`config.mk`:
```
export PLATFORM = sky130hd
export DESIGN_NAME = meas_osc_array
export DESIGN_NICKNAME = d
export VERILOG_FILES = /design/src/rtl/meas_osc_array.sv
export SDC_FILE = /design/constraint.sdc
export NUM_CORES = 1
export LEC_CHECK = 0
export CORE_MARGIN = 1.5
export CORE_UTILIZATION = 53
export CTS_BUF_LIST = sky130_fd_sc_hd__clkbuf_4
export DETAILED_ROUTE_END_ITERATION = 10
export GPL_TIMING_DRIVEN = 0
export PLACE_DENSITY = 0.82
export SYNTH_ARGS = -nofsm -noshare
export SYNTH_HDL_FRONTEND = slang
export SYNTH_SLANG_ARGS = --single-unit
```
`constraint.sdc`:
```
create_clock -name I_clk -period 2 [get_ports I_clk]
set_input_delay 0.4 -clock I_clk [delete_from_list [all_inputs] [get_ports I_clk]]
set_output_delay 0.4 -clock I_clk [all_outputs]
set_load 0.01 [all_outputs]
```
`src/rtl/meas_osc_array.sv`:
```
// Multi-channel ring-oscillator edge counter: counts synchronized rising edges per channel over a
// programmable gate window and derives one PUF response bit per channel pair.
module meas_osc_array #(
    parameter int C_DWIDTH = 24,
    parameter int C_NCH    = 8,
    parameter int C_WWIDTH = 16,
    parameter int C_SYNC   = 2
) (
    input  logic                        I_clk,
    input  logic                        I_rst,
    input  logic [C_NCH-1:0]            I_osc,
    input  logic                        I_start,
    input  logic                        I_abort,
    input  logic                        I_cont,
    input  logic [C_WWIDTH-1:0]         I_win_len,
    output logic [C_NCH*C_DWIDTH-1:0]   O_data,
    output logic [C_NCH-1:0]            O_ovf,
    output logic [C_NCH/2-1:0]          O_resp,
    output logic [C_NCH/2-1:0]          O_tie,
    output logic                        O_valid,
    output logic                        O_busy
);
    localparam int C_NPAIR = C_NCH / 2;

    typedef enum logic [1:0] {ST_IDLE, ST_ARM, ST_MEAS, ST_LATCH} state_t;

    state_t                      state_reg, state_next;
    logic [C_WWIDTH-1:0]         win_reg;
    logic                        clr_cnt, load_win, cnt_en, latch_en;
    logic                        valid_reg;
    logic [C_NCH*C_DWIDTH-1:0]   cnt_all;

    always_ff @(posedge I_clk) begin
        if (I_rst) state_reg <= ST_IDLE;
        else       state_reg <= state_next;
    end

    // Abort overrides every transition; in IDLE it simply also blocks a start.
    always_comb begin
        state_next = state_reg;
        case (state_reg)
            ST_IDLE:  if (I_start) state_next = ST_ARM;
            ST_ARM:   state_next = (I_win_len == '0) ? ST_LATCH : ST_MEAS;
            ST_MEAS:  if (win_reg == C_WWIDTH'(1)) state_next = ST_LATCH;
            ST_LATCH: state_next = I_cont ? ST_ARM : ST_IDLE;
            default:  state_next = ST_IDLE;
        endcase
        if (I_abort) state_next = ST_IDLE;
    end

    always_comb begin
        O_busy   = (state_reg != ST_IDLE);
        clr_cnt  = (state_reg == ST_ARM);
        load_win = (state_reg == ST_ARM);
        cnt_en   = (state_reg == ST_MEAS) && !I_abort;
        latch_en = (state_reg == ST_LATCH) && !I_abort;
    end

    always_ff @(posedge I_clk) begin
        if (I_rst)         win_reg <= '0;
        else if (load_win) win_reg <= I_win_len;
        else if (cnt_en)   win_reg <= win_reg - C_WWIDTH'(1);
    end

    always_ff @(posedge I_clk) begin
        if (I_rst) valid_reg <= 1'b0;
        else       valid_reg <= latch_en;
    end
    assign O_valid = valid_reg;

    genvar gi;
    generate
        for (gi = 0; gi < C_NCH; gi++) begin : g_ch
            logic [C_SYNC-1:0]   sync_reg;
            logic                prev_reg;
            logic                edge_pulse;
            logic [C_DWIDTH-1:0] cnt_reg;
            logic                ovf_reg;
            logic [C_DWIDTH-1:0] data_reg;
            logic                ovf_out_reg;

            always_ff @(posedge I_clk) begin
                if (I_rst) begin
                    sync_reg <= '0;
                    prev_reg <= 1'b0;
                end else begin
                    sync_reg <= {sync_reg[C_SYNC-2:0], I_osc[gi]};
                    prev_reg <= sync_reg[C_SYNC-1];
                end
            end
            assign edge_pulse = sync_reg[C_SYNC-1] & ~prev_reg;

            // A saturated counter holds; the flag marks an edge that could not be counted.
            always_ff @(posedge I_clk) begin
                if (I_rst || clr_cnt) begin
                    cnt_reg <= '0;
                    ovf_reg <= 1'b0;
                end else if (cnt_en && edge_pulse) begin
                    if (&cnt_reg) ovf_reg <= 1'b1;
                    else          cnt_reg <= cnt_reg + C_DWIDTH'(1);
                end
            end

            always_ff @(posedge I_clk) begin
                if (I_rst) begin
                    data_reg    <= '0;
                    ovf_out_reg <= 1'b0;
                end else if (latch_en) begin
                    data_reg    <= cnt_reg;
                    ovf_out_reg <= ovf_reg;
                end
            end

            assign cnt_all[gi*C_DWIDTH +: C_DWIDTH] = cnt_reg;
            assign O_data[gi*C_DWIDTH +: C_DWIDTH]  = data_reg;
            assign O_ovf[gi]                        = ovf_out_reg;
        end

        for (gi = 0; gi < C_NPAIR; gi++) begin : g_pair
            logic [C_DWIDTH-1:0] cnt_a, cnt_b;
            logic                resp_reg, tie_reg;

            assign cnt_a = cnt_all[(2*gi)*C_DWIDTH +: C_DWIDTH];
            assign cnt_b = cnt_all[(2*gi+1)*C_DWIDTH +: C_DWIDTH];

            always_ff @(posedge I_clk) begin
                if (I_rst) begin
                    resp_reg <= 1'b0;
                    tie_reg  <= 1'b0;
                end else if (latch_en) begin
                    resp_reg <= (cnt_a > cnt_b);
                    tie_reg  <= (cnt_a == cnt_b);
                end
            end

            assign O_resp[gi] = resp_reg;
            assign O_tie[gi]  = tie_reg;
        end
    endgenerate

endmodule

```
==> reports/results.tsv, run 1 <==
metric	value	unit
Final Total Pwr	0.0177	W
Peak supply drop	0.000451	V
initial antenna violation count	6	
Crit. End Element	flop	
Boundary Pins	239	
ys async rst share	0	%
# H-tree levels	3	
CP arrival	3.01	ns
CTS sink cnt	451	
Core Box Area	37900	um2
number of synthesized flops with an enable pin	0	
Final Cycle Share	115	%
violated checks	negative setup slack	
vias in the first global route	19800	
pre-CTS setup slack	-2.08	ns
Netlist Area Pre-Place	20600	um2
clock root buffer	clkbuf_4	
CP max stage delay	0.43	ns
outcome	finished with violations	
# port buffers	238	
Distinct cells, synth	66	
Ys Warns	0	
die area	40000	um2
fill count	2603	
fmax	434	MHz
final critical-path required period	2.30	ns
RSZ-0062 raised after global routing	yes	
GRT Residual Overflow	0	
critical path class	reg -> reg	
Tot GR Track Use	32.5	%
top cell type by total area after synthesis	dfxtp_1	
critical-path cell list	inv_2, ha_4, buf_8, buf_12, and4bb_4, buf_6, nand2_8, or3_4, nor4_4, xnor2_1, nor2_1	
Final Hold Fails	0	
routed len/inst	20.2	um
GP Congestion	0.954	
sequential share of the synthesized area	43.9	%
Slew HR	44.5	%
WP buf/inv	4	
global-route wire length before repair	102000	um
max-cap viol count	0	
Avg Cell Area, Syn	8.11	um2
post-synth top area share	43.9	%
PwrDens	629	nW/um2
Cells after Synth	2535	
skew final	0.0703	ns
area of the multi-input gates	12100	um2
WHS	0.112	ns
Via density	5.95	
DRT Wirelength	73400	um
CTS Buf Count	112	
Max Buffers Root-to-Sink	3	
Top delay family on crit path	simple AND/OR/NAND/NOR gates	
antenna viol nets, final	0	
Max FO, Critical Path	8	
Worst Tran Pin Value	0.833	ns
hold crit path type	in -> reg	
CP Data Required Time	2.70	ns
number of DRC markers in iteration 0	2045	
CP Launch Type	flop	
DRC Markers	0	
share of cells above drive strength 1	24.9	%
Final nets	3165	
vias	21600	
syn_nets	2675	
Post-DP HPWL	45800	um
clk slew on worst S/H paths	0.07	ns
dominant synthesized flop cell	dfxtp_1	
clk_lat worst skew	0.87	ns
Layout Area Growth over Synthesis	37.2	%
Rows	71	
Final Slew Violations	0	
final setup fails	148	
Synth area leaders	dfxtp_1 (44%), nand2_1 (8.9%), a21oi_1 (7.3%)	
number of synthesized register bits	451	
Leak	11.2	nW
die width	200	um
drt pass-1 iters	9	
Die Ht	200	um
slowest cell on the critical path	or3_4	
setup ws final	-0.303	ns
FF+latch area	9240	um2
largest net degree at the start of global routing	20	
CTS tree	done	
starting density of the core	54.2	%
[cell families (layout without fill, tap and decap cells)]
group / count (synthesis) / count (layout) / share of synthesized area [%]
simple gates: 1152 / 1152 / 26.6
flops: 451 / 451 / 43.9
compound gates: 407 / 407 / 10.8
buf+inv: 252 / 829 / 5.07
xor+xnor: 157 / 157 / 6.69
fa+ha+maj: 111 / 111 / 6.75
mux: 5 / 5 / 0.243
other cells: 0 / 4 / 0
[worst paths after layout]
path                             from                   to  slack [ns]  cells past startpoint
setup / recovery         state_reg[0]  g_ch[1].cnt_reg[16]       -0.30                     11
hold / removal               I_osc[7]  g_ch[7].sync_reg[0]        0.11                      2
setup reg to reg         state_reg[0]  g_ch[1].cnt_reg[16]       -0.30                     11
hold reg to reg   g_ch[6].sync_reg[0]  g_ch[6].sync_reg[1]        0.43                      1
[final cells by class]
type | count | area share [%]
clock inverters | 40 | 0.851
plain buffers | 125 | 2.98
inverters | 117 | 1.59
clock buffers | 161 | 4.28
diodes | 4 | 0.0355
repair buffers | 386 | 12.2
flip-flops and latches | 451 | 32.8
well taps | 511 | 2.27
multi-input cells | 1832 | 43.0
[metal layers]
metal | vias to the layer above | share of wire (%) | GRT usage, % | wire (um)
met5 | - | 0.018 | 0 | 13
met2 | 1419 | 46 | 54.3 | 33800
met3 | 410 | 10 | 5.96 | 7480
met1 | 10100 | 37 | 39.4 | 26800
met4 | 2 | 7.1 | 18.8 | 5230
li1 | 9683 | - | - | -
[what timing repair did]
item / in CTS / in global routing
gates cloned: 2 / 2
buffers inserted: 62 / 91
pin swaps: 46 / 139
hold buffers: 0 / 0
setup endpoints to repair: 635 / 376
gates resized for setup: 495 / 386
[worst reg2reg max path, delay by kind of cell (launching register included)]
family / cells / cell delay, ns
simple gates: 5 / 1.03
flops: 1 / 0.34
xor+xnor: 1 / 0.17
buf+inv: 4 / 0.42
fa+ha+maj: 1 / 0.17
[per-stage QoR]
step	area [um2]	utilization (%)	instances	TNS [ns]
2_1_floorplan	20600	-	2535	0
3_3_place_gp	23600	62.2	3284	-474.77
3_5_place_dp	23600	62.2	3284	-507.07
4_1_cts	26300	69.3	3544	-4.88
5_1_grt	28200	74.4	3627	-19.78
6_report	28200	74.4	3627	-11.91
[layout by cell type (no fill, tap or decap), types with 16 or more instances in the layout]
cell type,count
clkinv_1,30
clkbuf_2,24
xnor2_1,109
dfxtp_1,340
and3_1,19
nor2b_1,33
nor2_1,210
buf_4,131
dfxtp_4,30
and4_1,16
buf_6,40
xor2_1,35
inv_1,100
nand3_1,71
clkbuf_4,181
nand2_1,476
a21oi_1,282
clkdlybuf4s50_1,28
o21ai_0,40
dlygate4sd2_1,205
ha_1,95
dfxtp_2,81
nor3_4,18
or3_1,22
nand4_1,72
clkbuf_1,29
nor3_1,28
nand3_2,18
or3_4,18
[power by group]
part           internal (W)  switching [W]  total (W)
logic              0.000242       0.000437   0.000679
registers           0.00898      0.0000476    0.00902
clock network       0.00408        0.00396    0.00804
total                0.0133        0.00444     0.0177
[synth_stat cells, types with 22 or more instances]
cell	instances
ha_1	111
xnor2_1	122
nand2_1	485
o21ai_0	54
nor2_1	222
nor4_1	29
a21oi_1	299
or3_1	40
nor3_1	58
and4_1	22
nor2b_1	40
and3_1	24
nand3_1	95
nand4_1	72
dfxtp_1	451
xor2_1	35
clkbuf_1	93
inv_1	117
Note: power is estimated with default switching activity, not from simulation.
==> run 2: changes to the inputs <==
--- a/config.mk
+++ b/config.mk
@@ -6,11 +6,11 @@
 export NUM_CORES = 1
 export LEC_CHECK = 0
 export CORE_MARGIN = 1.5
-export CORE_UTILIZATION = 53
+export CORE_UTILIZATION = 58
 export CTS_BUF_LIST = sky130_fd_sc_hd__clkbuf_4
 export DETAILED_ROUTE_END_ITERATION = 10
 export GPL_TIMING_DRIVEN = 0
-export PLACE_DENSITY = 0.82
+export PLACE_DENSITY = 0.85
 export SYNTH_ARGS = -nofsm -noshare
 export SYNTH_HDL_FRONTEND = slang
 export SYNTH_SLANG_ARGS = --single-unit
==> constraint.sdc (replaced) <==
create_clock -name I_clk -period 2.4 [get_ports I_clk]
set_input_delay 0.48 -clock I_clk [delete_from_list [all_inputs] [get_ports I_clk]]
set_output_delay 0.48 -clock I_clk [all_outputs]
set_load 0.01 [all_outputs]
==> run 2 against run 1 <==
The flow now finishes without violations. Sequential power is 16% lower. Combinational power decreased by 34%. Final area shrank 11%. Clock power shrank 22%. First-iteration DRC count decreased by 13%. Global-route usage up 0.20 points. Critical path depth shrank 2. Die area shrank 8.5%. Worst setup slack improved by 0.35 ns. Utilization decreased by 1.6 points. Critical path type unchanged. Largest power group unchanged. Highest routed layer is now met4.
==> reports/results.tsv, run 2 (synthesized netlist as in run 1, its figures left out) <==
metric	value	unit	change
Peak supply drop	0.000341	V	was 0.000451 V
max-cap viol count	0		unchanged
Final Hold Fails	0		unchanged
final core utilization	72.8	%	was 74.4%
CP Data Required Time	3.12	ns	was 2.70 ns
Reg2Reg Depth	9		was 11
Boundary Pins	239		unchanged
grt met1 use	40.1	%	was 39.4%
post-cts hold buffer count	0		unchanged
fill count	2610		was 2603
share of cells above drive strength 1	10.5	%	was 24.9%
DRT Wirelength	60700	um	was 73400 um
largest net degree at the start of global routing	15		was 20
clk slew on worst S/H paths	0.06	ns	was 0.07 ns
final critical-path required period	2.36	ns	was 2.30 ns
Max FO, Critical Path	10		was 8
Post-DP HPWL	44700	um	was 45800 um
Via density	5.68		was 5.95
CTS tree	done		unchanged
clock root buffer	clkbuf_4		unchanged
starting density of the core	59.2	%	was 54.2%
most common cell after layout, fill and taps aside	nand2_1		unchanged
fmax	424	MHz	was 434 MHz
Final Cycle Share	98.2	%	was 115%
Crit. End Element	flop		unchanged
global-route wire length before repair	95100	um	was 102000 um
final setup fails	0		was 148
# H-tree levels	3		unchanged
most frequent cells in the layout	nand2_1 (485), dfxtp_1 (445), a21oi_1 (297)		was nand2_1 (476), dfxtp_1 (340), a21oi_1 (282)
Final nets	3042		was 3165
Tot GR Track Use	32.7	%	was 32.5%
PwrDens	564	nW/um2	was 629 nW/um2
vias	19600		was 21600
critical path class	reg -> reg		unchanged
CTS Buf Count	114		was 112
GRT Residual Overflow	0		unchanged
pre-CTS setup slack	-1.66	ns	was -2.08 ns
hold depth	2		unchanged
clk_lat worst skew	0.83	ns	was 0.87 ns
hold crit path type	in -> reg		unchanged
Max Buffers Root-to-Sink	3		unchanged
antenna viol nets, final	0		unchanged
Core Box Area	34700	um2	was 37900 um2
met3 Use GR	6.37	%	was 5.96%
skew final	0.0552	ns	was 0.0703 ns
Leak	8.81	nW	was 11.2 nW
vias in the first global route	19000		was 19800
met2 Use GR	54.0	%	was 54.3%
Final Total Pwr	0.0142	W	was 0.0177 W
number of DRC markers in iteration 0	1769		was 2045
GP Congestion	0.957		was 0.954
# port buffers	238		unchanged
die area	36600	um2	was 40000 um2
initial antenna violation count	2		was 6
drt pass-1 iters	8		was 9
Layout Area Growth over Synthesis	22.8	%	was 37.2%
CP arrival	3.07	ns	was 3.01 ns
die width	191	um	was 200 um
Rows	68		was 71
outcome	finished clean		was finished with violations
setup ws final	0.0434	ns	was -0.303 ns
routed len/inst	17.6	um	was 20.2 um
Slew HR	46.0	%	was 44.5%
Die Ht	191	um	was 200 um
WHS	0.243	ns	was 0.112 ns
Most Crowded Layer GR	met2		unchanged
Worst Tran Pin Value	0.810	ns	was 0.833 ns
Final Slew Violations	0		unchanged
CTS sink cnt	451		unchanged
DRC Markers	0		unchanged
Setup TNS	0	ns	was -11.91 ns
R2R setup slack	0.04	ns	was -0.30 ns
CP Launch Type	flop		unchanged
==> run 2: cell count changes in the layout (fill, tap and decap cells not counted), moves of 24 or more <==
cell             before  now
buf_4               131   30
dfxtp_4              30    0
dfxtp_1             340  445
dfxtp_2              81    6
nor3_1               28   56
nand3_1              71   95
clkbuf_1             29   55
dlygate4sd2_1       205    1
clkdlybuf4s50_1      28  237
buf_6                40    2
==> run 2: per-stage QoR <==
step                      area [um2]  instances
after floorplan                20600       2535
after global placement         23500       3228
after detailed placement       23500       3228
after CTS                      25100       3436
after global routing           25300       3443
final                          25300       3444
==> run 2: timing repair <==
| action | 4_1_cts | 5_1_grt |
|---|---|---|
| buffers inserted | 7 | 6 |
| resized for setup | 39 | 74 |
| hold endpoints to repair | 0 | 0 |
| pin swaps | 4 | 2 |
| setup endpoints to repair | 377 | 320 |
==> run 2: final timing paths <==
path / from / end
min reg2reg: g_ch[7].sync_reg[0] / g_ch[7].sync_reg[1]
max reg2reg: state_reg[0] / g_ch[3].cnt_reg[5]
min: I_osc[0] / g_ch[0].sync_reg[0]
max: state_reg[0] / g_ch[3].cnt_reg[5]
==> run 2: critical path, cell delays in order (launching register included) <==
cell and delay [ns]:
dfxtp_2 0.34, inv_2 0.09, ha_4 0.17, buf_8 0.14
nor2b_1 0.14, buf_4 0.12, nand3b_1 0.22, or4b_1 0.59
or3_1 0.31, a21oi_1 0.14
==> run 2: metal layers <==
metal | share of wire (%) | routed length [um] | up-vias
met5 | 0 | 0 | -
met3 | 8.6 | 5240 | 174
met2 | 47 | 28400 | 896
met4 | 4.3 | 2610 | 0
met1 | 40 | 24400 | 9081
li1 | - | - | 9425
==> run 2: layout make-up <==
| type | instances | area (um2) | area share (%) |
|---|---|---|---|
| Multi-Input combinational cell | 1832 | 10700 | 42.3 |
| Tap cell | 455 | 569 | 2.25 |
| Antenna cell | 2 | 5.00 | 0.0198 |
| Sequential cell | 451 | 9040 | 35.8 |
| Buffer | 135 | 676 | 2.68 |
| Clock buffer | 162 | 1220 | 4.82 |
| Inverter | 117 | 439 | 1.74 |
| Timing Repair Buffer | 251 | 2480 | 9.81 |
| Clock inverter | 39 | 159 | 0.629 |
==> run 2: power by group <==
| part | switching (W) | internal (W) | total, W |
|---|---|---|---|
| combinational | 0.000303 | 0.000143 | 0.000447 |
| sequential | 0.0000263 | 0.00752 | 0.00754 |
| clock | 0.00314 | 0.00310 | 0.00624 |
| total | 0.00347 | 0.0108 | 0.0142 |
